`config.mk`:
```
export PLATFORM = sky130hd
export DESIGN_NAME = video_timing_gen
export DESIGN_NICKNAME = d
export VERILOG_FILES = /design/src/rtl/video_timing_gen.sv
export SDC_FILE = /design/constraint.sdc
export NUM_CORES = 1
export LEC_CHECK = 0
export ABC_AREA = 1
export ABC_CLOCK_PERIOD_IN_PS = 1500
export CAP_MARGIN = 20
export CORE_MARGIN = 2
export CORE_UTILIZATION = 43
export CTS_BUF_LIST = sky130_fd_sc_hd__clkbuf_8
export CTS_CLUSTER_DIAMETER = 200
export CTS_CLUSTER_SIZE = 10
export DETAILED_ROUTE_END_ITERATION = 12
export PLACE_DENSITY = 0.8
export SLEW_MARGIN = 20
export SYNTH_ARGS = -nofsm -noshare
export SYNTH_HDL_FRONTEND = slang
export SYNTH_SLANG_ARGS = --single-unit
```
`constraint.sdc`:
```
create_clock -name pixel_clk -period 1.5 [get_ports pixel_clk]
set_input_delay 0.15 -clock pixel_clk [delete_from_list [all_inputs] [get_ports pixel_clk]]
set_output_delay 0.15 -clock pixel_clk [all_outputs]
set_load 0.01 [all_outputs]
```
`src/rtl/video_timing_gen.sv`:
```
// video_timing_gen: raster timing generator (default 1280x720@60 from a 74.25 MHz pixel clock).
// Requests pixel coordinates one cycle ahead of the active region so that the
// registered pixel_data from the display source lines up with video_de.
// Optional build macro: VTG_SYNC_NEG_EN makes video_hs/video_vs active-low (idle 1).
module video_timing_gen #(
  parameter logic [10:0] H_SYNC  = 11'd40,
  parameter logic [10:0] H_BACK  = 11'd220,
  parameter logic [10:0] H_DISP  = 11'd1280,
  parameter logic [10:0] H_FRONT = 11'd110,
  parameter logic [10:0] V_SYNC  = 11'd5,
  parameter logic [10:0] V_BACK  = 11'd20,
  parameter logic [10:0] V_DISP  = 11'd720,
  parameter logic [10:0] V_FRONT = 11'd5
) (
  input  logic        pixel_clk,
  input  logic        sys_rst,
  input  logic [23:0] pixel_data,
  output logic [10:0] pixel_xpos,
  output logic [10:0] pixel_ypos,
  output logic        data_req,
  output logic        video_hs,
  output logic        video_vs,
  output logic        video_de,
  output logic [23:0] video_rgb,
  output logic        frame_start
);

  localparam logic [10:0] H_TOTAL     = H_SYNC + H_BACK + H_DISP + H_FRONT;
  localparam logic [10:0] V_TOTAL     = V_SYNC + V_BACK + V_DISP + V_FRONT;
  localparam logic [10:0] HA          = H_SYNC + H_BACK;
  localparam logic [10:0] VA          = V_SYNC + V_BACK;
  // Request window opens one pixel early to cover the source's register stage.
  localparam logic [10:0] H_REQ_START = HA - 11'd1;
  localparam logic [10:0] H_REQ_END   = HA + H_DISP - 11'd1;
  localparam logic [10:0] V_REQ_END   = VA + V_DISP;

`ifdef VTG_SYNC_NEG_EN
  localparam logic SYNC_IDLE = 1'b1;
`else
  localparam logic SYNC_IDLE = 1'b0;
`endif

  logic [10:0] h_cnt;
  logic [10:0] v_cnt;
  logic        h_last;
  logic        v_last;
  logic        h_in_req;
  logic        v_in_req;

  assign h_last = (h_cnt == H_TOTAL - 11'd1);
  assign v_last = (v_cnt == V_TOTAL - 11'd1);

  // Horizontal pixel counter, wraps at end of line.
  always_ff @(posedge pixel_clk or posedge sys_rst) begin
    if (sys_rst) begin
      h_cnt <= 11'd0;
    end else if (h_last) begin
      h_cnt <= 11'd0;
    end else begin
      h_cnt <= h_cnt + 11'd1;
    end
  end

  // Vertical line counter, advances on the last pixel of each line; wraps with h_cnt.
  always_ff @(posedge pixel_clk or posedge sys_rst) begin
    if (sys_rst) begin
      v_cnt <= 11'd0;
    end else if (h_last) begin
      if (v_last) begin
        v_cnt <= 11'd0;
      end else begin
        v_cnt <= v_cnt + 11'd1;
      end
    end
  end

  assign h_in_req = (h_cnt >= H_REQ_START) && (h_cnt < H_REQ_END);
  assign v_in_req = (v_cnt >= VA) && (v_cnt < V_REQ_END);
  assign data_req = h_in_req && v_in_req;

  // Coordinates are forced to zero outside the request window.
  assign pixel_xpos = data_req ? (h_cnt - H_REQ_START) : 11'd0;
  assign pixel_ypos = data_req ? (v_cnt - VA) : 11'd0;

  // Sync, enable and frame marker, all one cycle behind the counters.
  always_ff @(posedge pixel_clk or posedge sys_rst) begin
    if (sys_rst) begin
      video_de    <= 1'b0;
      video_hs    <= SYNC_IDLE;
      video_vs    <= SYNC_IDLE;
      frame_start <= 1'b0;
    end else begin
      video_de    <= data_req;
      video_hs    <= (h_cnt < H_SYNC) ? ~SYNC_IDLE : SYNC_IDLE;
      video_vs    <= (v_cnt < V_SYNC) ? ~SYNC_IDLE : SYNC_IDLE;
      frame_start <= data_req && (pixel_xpos == 11'd0) && (pixel_ypos == 11'd0);
    end
  end

  assign video_rgb = video_de ? pixel_data : 24'h0;

endmodule

```
==> metrics.md, run 1 <==
| Metric | Value |
|---|---|
| Status | aborted with a tool error |
| Halt Stage | global routing (5_1_grt) |
| Err | [ERROR DPL-0038] Utilization greater than 100%, impossible to legalize |
| Die Y | 77.3 um |
| Boundary pin count | 77 |
| Post-synth EDFFs | 0 |
| Cell variety after synth | 29 |
| Worst setup endpoint GRT | pixel_ypos[2] |
| Ys async rst share | 1.00 |
| Largest net degree at the start of global routing | 27 |
| Rows | 26 |
| Avg Cell Area, Syn | 5.96 um^2 |
| Initial Utilization | 0.449 |
| Num CTS Buffers | 3 |
| Cts hold-fix bufs | 0 |
| Cells after Synth | 387 |
| H-tree depth | 1 |
| Die X | 77.3 um |
| Syn_nets | 418 |
| Root Driver | clkbuf_8 |
| Gpl congestion | 0.954 |
| PortBufs | 76 |
| Synth Flop Type | dfrtp_1 |
| CTS sink count | 26 |
| Clock Path Buffers | 2 |
| Worst_ep kind | top-level output |
| Register area share after synthesis | 0.282 |
| Synthesized area | 2310 um^2 |
| Yosys warning count | 0 |
| HPWL after DPL | 7080 um |
| FF+latch count, synth | 26 |
synth_stat cells, drive strengths merged, types with 2 or more instances:
cell type	count	area share
nand3	28	0.063
inv	78	0.13
nand4	4	0.017
o21ai	17	0.037
clkbuf	2	0.0033
ha	5	0.027
nand2	109	0.18
dfrtp	26	0.28
or2	3	0.010
buf	6	0.014
a21oi	18	0.039
nor3	8	0.017
nor2	66	0.12
a211oi	3	0.0098
xor2	8	0.030
what timing repair did:
action                                  CTS
gates resized for setup                 252
cloned                                    2
setup buffers                            29
pin swaps                                47
endpoints found under the setup margin   67
cell families after synthesis:
family                     share of synthesized area
AOI/OAI and AO/OA                             0.0998
xor gates and xnor gates                      0.0304
adders and majority gates                     0.0271
buffers and inverters                          0.149
DFF                                            0.282
and+or+nand+nor                                0.412
stage by stage:
step / std cells / setup slack (ps) / instance area (um^2) / hold WS, ps
4_1_cts: 665 / -625 / 4800 / 258
3_5_place_dp: 636 / -684 / 4160 / 560
3_3_place_gp: 636 / -628 / 4160 / 533
2_1_floorplan: 387 / -105 / 2520 / 190
==> inputs of run 2 (changes only) <==
- ABC_CLOCK_PERIOD_IN_PS: 1500 -> 1950
- CORE_UTILIZATION: 43 -> 30
- CTS_BUF_LIST: sky130_fd_sc_hd__clkbuf_8 -> default
- CTS_CLUSTER_DIAMETER: 200 -> default
- CTS_CLUSTER_SIZE: 10 -> default
- PLACE_DENSITY: 0.8 -> default
- PLACE_DENSITY_LB_ADDON: default -> 0.15
- clock period: 1.5 -> 1.95 ns (I/O delays scaled with it)
==> run 2 against run 1 <==
The flow now finishes, with violations (setup timing). Synthesized cell count is the same. Area after synthesis is the same.
==> metrics.md, run 2 <==
| Metric | Value |
|---|---|
| Status | finished, violations left (was aborted with a tool error) |
| Violated checks | setup timing |
| Worst Path Arrival | 1990 ps |
| Gpl congestion | 0.942 (was 0.954) |
| Non-Filler Cell Area, Final | 4600 um^2 |
| Vias | 3106 |
| P_leak | 2.42 nW |
| Max-Slew Margin vs Limit | 0.720 |
| Reg2reg start | h_cnt[5] |
| Initial Utilization | 0.315 (was 0.449) |
| PwrDens | 230 nW/um^2 |
| CP delay by family, top | simple AND/OR/NAND/NOR gates |
| Die X | 91.7 um (was 77.3 um) |
| Slowest CP cell | dfrtp_1 |
| Final Critical Period | 2180 ps |
| R2R Setup Slk | -120 ps |
| Clock latency at the later pin of the worst-skew pair | 280 ps |
| Cell Chain, Critical Path | buf_4, nor2_4, nand2_1, o21bai_1, nor2_1, nor2_2, nand2_4, buf_12, a21oi_2, buf_2 |
| Vias in the first global route | 2858 |
| Die area | 8410 um^2 |
| Sequential share of power | 0.509 |
| Area growth syn-to-layout | 99.3% |
| Layout cell share with drive strength beyond 1 | 0.431 |
| Maxcap violations | 0 |
| Avg Cell Area, Syn | 5.96 um^2 (unchanged) |
| Sw Share | 0.189 |
| WL/cell | 13.1 um |
| CTS tree | built |
| DRT Wirelength | 8790 um |
| Cell variety after synth | 29 (unchanged) |
| Largest net degree at the start of global routing | 27 |
| Ys async rst share | 1.00 (unchanged) |
| Synth top area cells | dfrtp_1 28%, nand2_1 18%, inv_1 13%, nor2_1 9.8%, nand3_1 5.9% (unchanged) |
| Synthesized area | 2310 um^2 (unchanged) |
| Hold Fails Final Rpt | 0 |
| Cells after DPL | 649 (was 636) |
| PortBufs | 76 (unchanged) |
| All-Layer GR Usage | 0.195 |
| Post-synth top area cell | dfrtp_1 (unchanged) |
| Boundary pin count | 77 (unchanged) |
| Initial antenna violation count | 0 |
| Rows | 31 (was 26) |
| FF+latch count, synth | 26 (unchanged) |
| Cells after Synth | 387 (unchanged) |
| HPWL after DPL | 6600 um (was 7080 um) |
| Combinational share of power | 0.058 |
| Net Switching | 200 uW |
| Skew final | 10.9 ps |
| Data required, critical path | 1750 ps |
| Clock share of power | 0.433 |
| Crit-path max cell delay | 420 ps |
| Setup violators final | 25 |
| CTS sink count | 26 (unchanged) |
| WP buf/inv | 3 |
| Top-area cell type share of the netlist area | 0.282 (unchanged) |
| Remaining antenna violation count | 0 |
| Layout Utilization | 0.627 |
| Total core area | 7330 um^2 |
| VDD IR max | 0.229 mV |
| Antenna diodes | 0 |
| Yosys warning count | 0 (unchanged) |
| Clock Path Buffers | 2 (unchanged) |
| WHS | 263 ps |
| Post-synth EDFFs | 0 (unchanged) |
| Total grt overflow | 0 |
| Setup crit end kind | output port |
| Top-count cell post-synth | nand2_1 (unchanged) |
| Commonest non-fill, non-tap cell in the layout | buf_4 |
| Register area share after synthesis | 0.282 (unchanged) |
| Finished Layout Cells | 672 |
| Post-DP Area | 3860 um^2 (was 4160 um^2) |
| R2R Path End | frame_start |
| Synth Flop Type | dfrtp_1 (unchanged) |
| R2R cell count | 16 |
| Root Driver | clkbuf_8 (unchanged) |
| Internal power | 858 uW |
| RSZ-0062 raised after global routing | yes |
| Vias per Instance | 4.62 |
| Top cells by count, synth | 108 x nand2_1, 77 x inv_1, 60 x nor2_1 (unchanged) |
| Worst-margin pin slew | 416 ps |
| Die Y | 91.7 um (was 77.3 um) |
| Final Max Tran Viols | 0 |
| Max Freq | 0.458 GHz |
| Router iterations before antenna repair | 4 |
| Largest regs | h_cnt (11), v_cnt (11) |
| Iter 0 DRT Violations | 168 |
| Most frequent cells in the layout | 96 x buf_4, 91 x nand2_1, 67 x inv_1 |
| HP Class | input pin to asynchronous set/reset pin |
| Fin crit share | 1.12 |
| H-tree depth | 1 (unchanged) |
| Num CTS Buffers | 3 (unchanged) |
| Final worst slack | -233 ps |
| Worst Setup Start Kind | flop |
| Syn_nets | 418 (unchanged) |
| Crit Path Class | flop to output port |
| Tot Pwr | 1.06 mW |
| Final Net Count | 605 |
| Critical path fanouts, max | 6 |
| Worst-path clk slew | 100 ps |
| DRC violations left | 0 |
| First-pass GRT wire length | 13300 um |
## run 2: power by group through the flow
stage	registers (mW)	clock network, mW	logic, mW
after floorplan	0.549	0	0.00801
after global placement	0.549	0	0.0622
after detailed placement	0.549	0	0.0629
after CTS	0.539	0.472	0.0630
after global routing	0.539	0.499	0.0667
final	0.539	0.458	0.0618
## run 2: worst max path at each step
stage                  start             end  slack (ps)  cells after the start
finish              h_cnt[5]   pixel_ypos[2]        -230                     10
global route        v_cnt[1]   pixel_ypos[2]        -310                     11
CTS                 v_cnt[1]   pixel_ypos[2]        -230                     12
detailed placement  v_cnt[1]  pixel_ypos[10]        -360                     12
global placement    h_cnt[0]  pixel_ypos[10]        -320                     11
floorplan           h_cnt[5]   pixel_xpos[2]         210                     11
## run 2: cells by family (layout without fill, tap and decap cells)
family	count (synthesis)	in the layout	synth area share
flops	26	26	0.282
compound gates	42	42	0.0998
buf+inv	87	273	0.149
xor+xnor	8	8	0.0304
simple gates	219	219	0.412
fa+ha+maj	5	5	0.0271
## run 2: layout make-up
type / instances / area, um^2
fill: 663 / 2730
multi-input combinational: 274 / 1780
timing repair buffer: 190 / 1660
sequential: 26 / 654
inverter: 79 / 308
tap: 99 / 124
clock buffer: 3 / 41.3
clock inverter: 1 / 30.0
## run 2: what timing repair did
item,in CTS,in global routing
resized for setup,143,122
gates cloned,0,0
hold buffers,0,0
setup buffers,13,13
setup endpoints to repair,25,30
pin swaps,16,46
## run 2: worst register-to-register path: stages, from the launching register on
cell,delay [ps]
dfrtp_1,420
buf_4,160
nor2_4,100
nand2_1,90
buf_4,160
nor2_1,110
nor2_1,50
nand2_1,60
nand2_1,70
nor2_4,200
buf_4,140
buf_6,100
o21ai_1,60
nand2_1,90
inv_1,50
nand2_1,70
nor2_2,40
## run 2: stage by stage
stage               setup WS [ps]  setup TNS [ps]
CTS                          -232           -4570
global route                 -307           -6270
detailed placement           -359           -6720
floorplan                     214               0
global placement             -321           -6180
finish                       -233           -4250
## run 2: per-layer routing
layer / vias to the layer above / track usage / share of wire
li1: 1552 / - / -
met5: - / 0 / 0
met1: 1439 / 0.262 / 0.43
met4: 0 / 0.0485 / 0.020
met2: 101 / 0.325 / 0.48
met3: 14 / 0.0312 / 0.068
No activity file was read; power rests on OpenSTA's default activity.
==> inputs of run 3 (changes only) <==
- CORE_UTILIZATION: 30 -> 35
==> run 3 against run 2 <==
Via count barely moved. Final area fell by 4.3%. Worst setup slack got worse by 10 ps. Non-clock buffer count shrank 1. Combinational power hardly changed. Clock-buffer cell count stayed put. Global-route usage is 2.6 points higher. Fmax is 0.46% lower. Wire length down 1.1%. Largest cell class unchanged. Total power is 1.1% higher. The run still ends with setup timing left. Critical endpoint is now pixel_ypos[3].
==> metrics.md, run 3 (same netlist as run 2, synthesis figures left out) <==
| Metric | Value |
|---|---|
| Post-DP Area | 3840 um^2 (was 3860 um^2) |
| Worst Setup Start Kind | flop (unchanged) |
| DRT Wirelength | 8690 um (was 8790 um) |
| Remaining antenna violation count | 0 (unchanged) |
| Setup TNS | -4750 ps (was -4250 ps) |
| Fin crit share | 1.12 (about the same) |
| Die Y | 85.2 um (was 91.7 um) |
| HPWL after DPL | 6370 um (was 6600 um) |
| R2R cell count | 15 (was 16) |
| RSZ-0062 raised after global routing | yes (unchanged) |
| DRC violations left | 0 (unchanged) |
| Router iterations before antenna repair | 5 (was 4) |
| Maxcap violations | 0 (unchanged) |
| Vias per Instance | 4.78 (was 4.62) |
| Vias | 3104 (was 3106) |
| Net Switching | 211 uW (was 200 uW) |
| Crit Path Class | flop to output port (unchanged) |
| Worst Path Arrival | 2000 ps (was 1990 ps) |
| Most frequent cells in the layout | 96 x buf_4, 95 x nand2_1, 68 x inv_1 (was 96 x buf_4, 91 x nand2_1, 67 x inv_1) |
| Die X | 85.2 um (was 91.7 um) |
| Vias in the first global route | 2884 (was 2858) |
| Final worst slack | -243 ps (was -233 ps) |
| Area growth syn-to-layout | 90.7% (was 99.3%) |
| All-Layer GR Usage | 0.221 (was 0.195) |
| Hold Fails Final Rpt | 0 (unchanged) |
| P_leak | 2.39 nW (was 2.42 nW) |
| Antenna diodes | 0 (unchanged) |
| Data required, critical path | 1750 ps (about the same) |
| Max-Slew Margin vs Limit | 0.766 (was 0.720) |
| Setup crit end kind | output port (unchanged) |
| Setup violators final | 25 (unchanged) |
| Initial Utilization | 0.363 (was 0.315) |
| Critical path fanouts, max | 6 (unchanged) |
| WP buf/inv | 3 (unchanged) |
| Internal power | 858 uW (about the same) |
| R2R Path End | frame_start (unchanged) |
| Iter 0 DRT Violations | 143 (was 168) |
| Final Max Tran Viols | 0 (unchanged) |
| Pre-CTS WS | -385 ps (was -359 ps) |
| Reg2reg start | v_cnt[3] (was h_cnt[5]) |
| Die area | 7260 um^2 (was 8410 um^2) |
| CP delay by family, top | simple AND/OR/NAND/NOR gates (unchanged) |
| Most frequent CP cell | nor2_1 |
| Total core area | 6350 um^2 (was 7330 um^2) |
| Finished Layout Cells | 649 (was 672) |
| Combinational share of power | 0.058 (about the same) |
| Root Driver | clkbuf_8 (unchanged) |
| Crit-path max cell delay | 400 ps (was 420 ps) |
| Rows | 29 (was 31) |
| PortBufs | 76 (unchanged) |
| Clock share of power | 0.438 (was 0.433) |
| VDD IR max | 0.215 mV (was 0.229 mV) |
| Commonest non-fill, non-tap cell in the layout | buf_4 (unchanged) |
| Cells after DPL | 628 (was 649) |
| Filler cells | 511 (was 663) |
| Violated checks | setup timing (unchanged) |
| Cts hold-fix bufs | 0 (unchanged) |
| WHS | 260 ps (was 263 ps) |
| Initial antenna violation count | 0 (unchanged) |
| Worst-path clk slew | 110 ps (was 100 ps) |
| Largest net degree at the start of global routing | 27 (unchanged) |
| Status | finished, violations left (unchanged) |
| Clock Path Buffers | 2 (unchanged) |
| Boundary pin count | 77 (unchanged) |
| Cell Chain, Critical Path | ha_2, nand2_1, inv_1, nand2_2, o21bai_1, nor2_1, nor2_2, nand2_4, buf_6, nor2_1, buf_2 (was buf_4, nor2_4, nand2_1, o21bai_1, nor2_1, nor2_2, nand2_4, buf_12, a21oi_2, buf_2) |
| Skew final | 8.91 ps (was 10.9 ps) |
| R2R Setup Slk | -100 ps (was -120 ps) |
| CTS sink count | 26 (unchanged) |
| Sequential share of power | 0.504 (was 0.509) |
| Clock latency at the later pin of the worst-skew pair | 280 ps (about the same) |
| Largest regs | h_cnt (11), v_cnt (11) (unchanged) |
| Total grt overflow | 0 (unchanged) |
| Final Net Count | 604 (was 605) |
| H-tree depth | 1 (unchanged) |
| Slowest CP cell | dfrtp_1 (unchanged) |
| Final Critical Period | 2190 ps (was 2180 ps) |
| Max Freq | 0.456 GHz (was 0.458 GHz) |
| Sw Share | 0.197 (was 0.189) |
| WL/cell | 13.4 um (was 13.1 um) |
| Layout cell share with drive strength beyond 1 | 0.393 (was 0.431) |
| Worst-margin pin slew | 351 ps (was 416 ps) |
| Non-Filler Cell Area, Final | 4400 um^2 (was 4600 um^2) |
| PwrDens | 243 nW/um^2 (was 230 nW/um^2) |
| Gpl congestion | 0.920 (was 0.942) |
| First-pass GRT wire length | 13100 um (was 13300 um) |
| Num CTS Buffers | 3 (unchanged) |
| CTS tree | built (unchanged) |
| HP Class | input pin to asynchronous set/reset pin (unchanged) |
## run 3: worst register-to-register path, delay by kind of cell (launching register included)
kind                   cells  cell delay [ps]
and+or+nand+nor           10              820
DFF                        1              490
buffers and inverters      4              530
AOI/OAI and AO/OA          1              140
## run 3: stage by stage
step	utilization	total power [mW]
after floorplan	-	0.557
after global placement	0.606	0.612
after detailed placement	0.606	0.613
after CTS	0.640	1.08
after global routing	0.693	1.11
final	0.693	1.07
## run 3: per-layer routing
metal / wire [um] / vias up / global-route usage
met1: 3680 / 1422 / 0.285
li1: - / 1555 / -
met5: 0 / - / 0
met3: 593 / 8 / 0.0379
met2: 4320 / 119 / 0.386
met4: 104 / 0 / 0.0491
## run 3: how the worst max path moves through the flow
stage                     startpoint            end  slack (ps)  cells after the start
after detailed placement    h_cnt[0]  pixel_ypos[1]        -390                     11
after global routing        h_cnt[0]  pixel_ypos[0]        -400                     11
after global placement      h_cnt[3]  pixel_ypos[1]        -320                     11
after floorplan             h_cnt[5]  pixel_xpos[2]         210                     11
after CTS                   v_cnt[1]  pixel_xpos[2]        -240                     12
final                       h_cnt[0]  pixel_ypos[3]        -240                     11
## run 3: timing repair
item,4_1_cts,5_1_grt
endpoints found under the setup margin,25,31
buffers inserted,14,7
pin swaps,14,36
cloned,2,0
resized for setup,141,86
endpoints found under the hold margin,0,0
## run 3: area by class of cell
class,count,area [um^2],share of cell area
multi-input cells,274,1660,0.377
repair buffers,189,1620,0.368
flip-flops and latches,26,652,0.148
inverters,79,305,0.0694
well taps,77,96.3,0.0219
clock buffers,3,41.3,0.00938
clock inverters,1,30.0,0.00682
## run 3: power groups by stage
stage	combinational, mW	sequential, mW	clock, mW
after global placement	0.0628	0.549	0
after detailed placement	0.0633	0.549	0
after floorplan	0.00801	0.549	0
final	0.0619	0.539	0.469
after CTS	0.0634	0.539	0.475
after global routing	0.0675	0.539	0.503
==> inputs of run 4 (changes only) <==
- PLACE_DENSITY_LB_ADDON: 0.15 -> default
==> run 4 against run 3 <==
The run still ends with setup timing left. Critical path depth is the same. Total power shrank 0.27%. Critical path type unchanged. Sequential share of layout area rose by 1.1 points. Core utilization down 4.6 points. Cell count down 1.8%. Clock power shrank 0.9%. Worst setup slack gained 86 ps. Sequential power about the same.
==> metrics.md, run 4 (same netlist as run 2, synthesis figures left out) <==
| Metric | Value |
|---|---|
| CTS tree | built (unchanged) |
| First-pass GRT wire length | 12800 um (was 13100 um) |
| All-Layer GR Usage | 0.216 (was 0.221) |
| Critical path fanouts, max | 4 (was 6) |
| Final worst slack | -157 ps (was -243 ps) |
| Boundary pin count | 77 (unchanged) |
| Largest net degree at the start of global routing | 27 (unchanged) |
| Slowest CP cell | dfrtp_1 (unchanged) |
| DRT Wirelength | 7780 um (was 8690 um) |
| Maxcap violations | 0 (unchanged) |
| HP Class | input pin to asynchronous set/reset pin (unchanged) |
| Worst Setup Start Kind | flop (unchanged) |
| Worst-margin pin slew | 441 ps (was 351 ps) |
| Vias in the first global route | 2756 (was 2884) |
| H-tree depth | 1 (unchanged) |
| Combinational share of power | 0.059 (was 0.058) |
| CTS sink count | 26 (unchanged) |
| Crit-path max cell delay | 390 ps (was 400 ps) |
| PwrDens | 260 nW/um^2 (was 243 nW/um^2) |
| R2R Setup Slk | -50 ps (was -100 ps) |
| Data required, critical path | 1750 ps (about the same) |
| Largest regs | h_cnt (11), v_cnt (11) (unchanged) |
| Fin crit share | 1.08 (was 1.12) |
| Final Max Tran Viols | 0 (unchanged) |
| Max Freq | 0.475 GHz (was 0.456 GHz) |
| Status | finished, violations left (unchanged) |
| DRC violations left | 0 (unchanged) |
| Iter 0 DRT Violations | 137 (was 143) |
| Setup violators final | 23 (was 25) |
| HPWL after DPL | 6240 um (was 6370 um) |
| P_leak | 2.27 nW (was 2.39 nW) |
| Clock latency at the later pin of the worst-skew pair | 280 ps (about the same) |
| Commonest non-fill, non-tap cell in the layout | nand2_1 (was buf_4) |
| Worst-path clk slew | 110 ps (about the same) |
| Internal power | 858 uW (about the same) |
| Cts hold-fix bufs | 0 (unchanged) |
| WL/cell | 12.2 um (was 13.4 um) |
| Skew final | 17.6 ps (was 8.91 ps) |
| Remaining antenna violation count | 0 (unchanged) |
| Crit Path Class | flop to output port (unchanged) |
| Worst Path Arrival | 1910 ps (was 2000 ps) |
| Hold Fails Final Rpt | 0 (unchanged) |
| Post-DP Area | 3810 um^2 (was 3840 um^2) |
| Reg2reg start | h_cnt[3] (was v_cnt[3]) |
| Pre-CTS WS | -309 ps (was -385 ps) |
| Layout cell share with drive strength beyond 1 | 0.334 (was 0.393) |
| Die X | 85.2 um (unchanged) |
| Die Y | 85.2 um (unchanged) |
| Clock Path Buffers | 2 (unchanged) |
| Max-Slew Margin vs Limit | 0.702 (was 0.766) |
| Router iterations before antenna repair | 4 (was 5) |
| Vias per Instance | 4.65 (was 4.78) |
| Total core area | 6350 um^2 (unchanged) |
| Setup crit end kind | output port (unchanged) |
| R2R cell count | 11 (was 15) |
| VDD IR max | 0.227 mV (was 0.215 mV) |
| Rows | 29 (unchanged) |
| Setup TNS | -2580 ps (was -4750 ps) |
| Sequential share of power | 0.505 (was 0.504) |
| Vias | 2960 (was 3104) |
| Antenna diodes | 0 (unchanged) |
| Root Driver | clkbuf_8 (unchanged) |
| Cell Chain, Critical Path | ha_2, nand2_1, inv_1, nand2_2, o21bai_1, nor2_1, nor2_2, nand2_2, buf_6, a21oi_4, buf_2 (was ha_2, nand2_1, inv_1, nand2_2, o21bai_1, nor2_1, nor2_2, nand2_4, buf_6, nor2_1, buf_2) |
| Area growth syn-to-layout | 78.0% (was 90.7%) |
| Initial antenna violation count | 0 (unchanged) |
| Most frequent CP cell | nand2_2 (was nor2_1) |
| PortBufs | 76 (unchanged) |
| Num CTS Buffers | 3 (unchanged) |
| WP buf/inv | 3 (unchanged) |
| Initial Utilization | 0.363 (unchanged) |
| R2R Path End | v_cnt[10] (was frame_start) |
| Non-Filler Cell Area, Final | 4110 um^2 (was 4400 um^2) |
| Final Critical Period | 2110 ps (was 2190 ps) |
| Total grt overflow | 0 (unchanged) |
| Net Switching | 208 uW (was 211 uW) |
| Gpl congestion | 0.924 (was 0.920) |
| Violated checks | setup timing (unchanged) |
| Sw Share | 0.195 (was 0.197) |
| Die area | 7260 um^2 (unchanged) |
| RSZ-0062 raised after global routing | yes (unchanged) |
| Most frequent cells in the layout | 100 x nand2_1, 93 x buf_4, 75 x inv_1 (was 96 x buf_4, 95 x nand2_1, 68 x inv_1) |
| CP delay by family, top | simple AND/OR/NAND/NOR gates (unchanged) |
| Clock share of power | 0.436 (was 0.438) |
| Final Net Count | 592 (was 604) |
[run 4: power groups by stage]
| stage | sequential, mW | combinational (mW) | clock [mW] |
|---|---|---|---|
| finish | 0.539 | 0.0628 | 0.465 |
| global route | 0.539 | 0.0674 | 0.499 |
| CTS | 0.539 | 0.0638 | 0.477 |
| detailed placement | 0.549 | 0.0636 | 0 |
| global placement | 0.549 | 0.0627 | 0 |
| floorplan | 0.549 | 0.00801 | 0 |
[run 4: worst max path at each step]
stage | from | endpoint | slack, ps | cells past startpoint
3_3_place_gp | v_cnt[1] | pixel_ypos[2] | -300 | 10
4_1_cts | v_cnt[1] | pixel_ypos[2] | -210 | 12
5_1_grt | h_cnt[1] | pixel_xpos[7] | -340 | 11
3_5_place_dp | v_cnt[0] | pixel_ypos[2] | -310 | 11
6_report | h_cnt[1] | pixel_ypos[2] | -160 | 11
2_1_floorplan | h_cnt[5] | pixel_xpos[2] | 210 | 11
[run 4: tightest hold or removal path, cell delays in order]
cell,delay [ps]
clkdlybuf4s50_1,390
inv_1,50
buf_4,330
[run 4: final cells by class]
| type | count | area [um^2] |
|---|---|---|
| clock buffers | 3 | 41.3 |
| inverters | 79 | 303 |
| fillers | 566 | 2240 |
| repair buffers | 177 | 1470 |
| clock inverters | 1 | 30.0 |
| multi-input cells | 274 | 1520 |
| flip-flops and latches | 26 | 652 |
| well taps | 77 | 96.3 |
[run 4: timing repair]
| action | 4_1_cts | 5_1_grt |
|---|---|---|
| resized for setup | 129 | 37 |
| endpoints found under the setup margin | 24 | 27 |
| pin swaps | 11 | 13 |
| buffers inserted | 4 | 5 |
| gates cloned | 1 | 0 |
[run 4: metal layers]
layer  wire length, um  vias up  GRT usage
met5                 0        -          0
met4                59        0     0.0447
met3               614        4     0.0389
met2              3440      104      0.343
met1              3660     1321      0.309
li1                  -     1531          -
[run 4: through the flow]
| step | util | power (mW) | hold slack [ps] | cells |
|---|---|---|---|---|
| after floorplan | - | 0.557 | 235 | 387 |
| after global placement | 0.600 | 0.612 | 568 | 623 |
| after detailed placement | 0.600 | 0.613 | 569 | 623 |
| after CTS | 0.619 | 1.08 | 278 | 632 |
| after global routing | 0.647 | 1.10 | 308 | 637 |
| final | 0.647 | 1.07 | 267 | 637 |
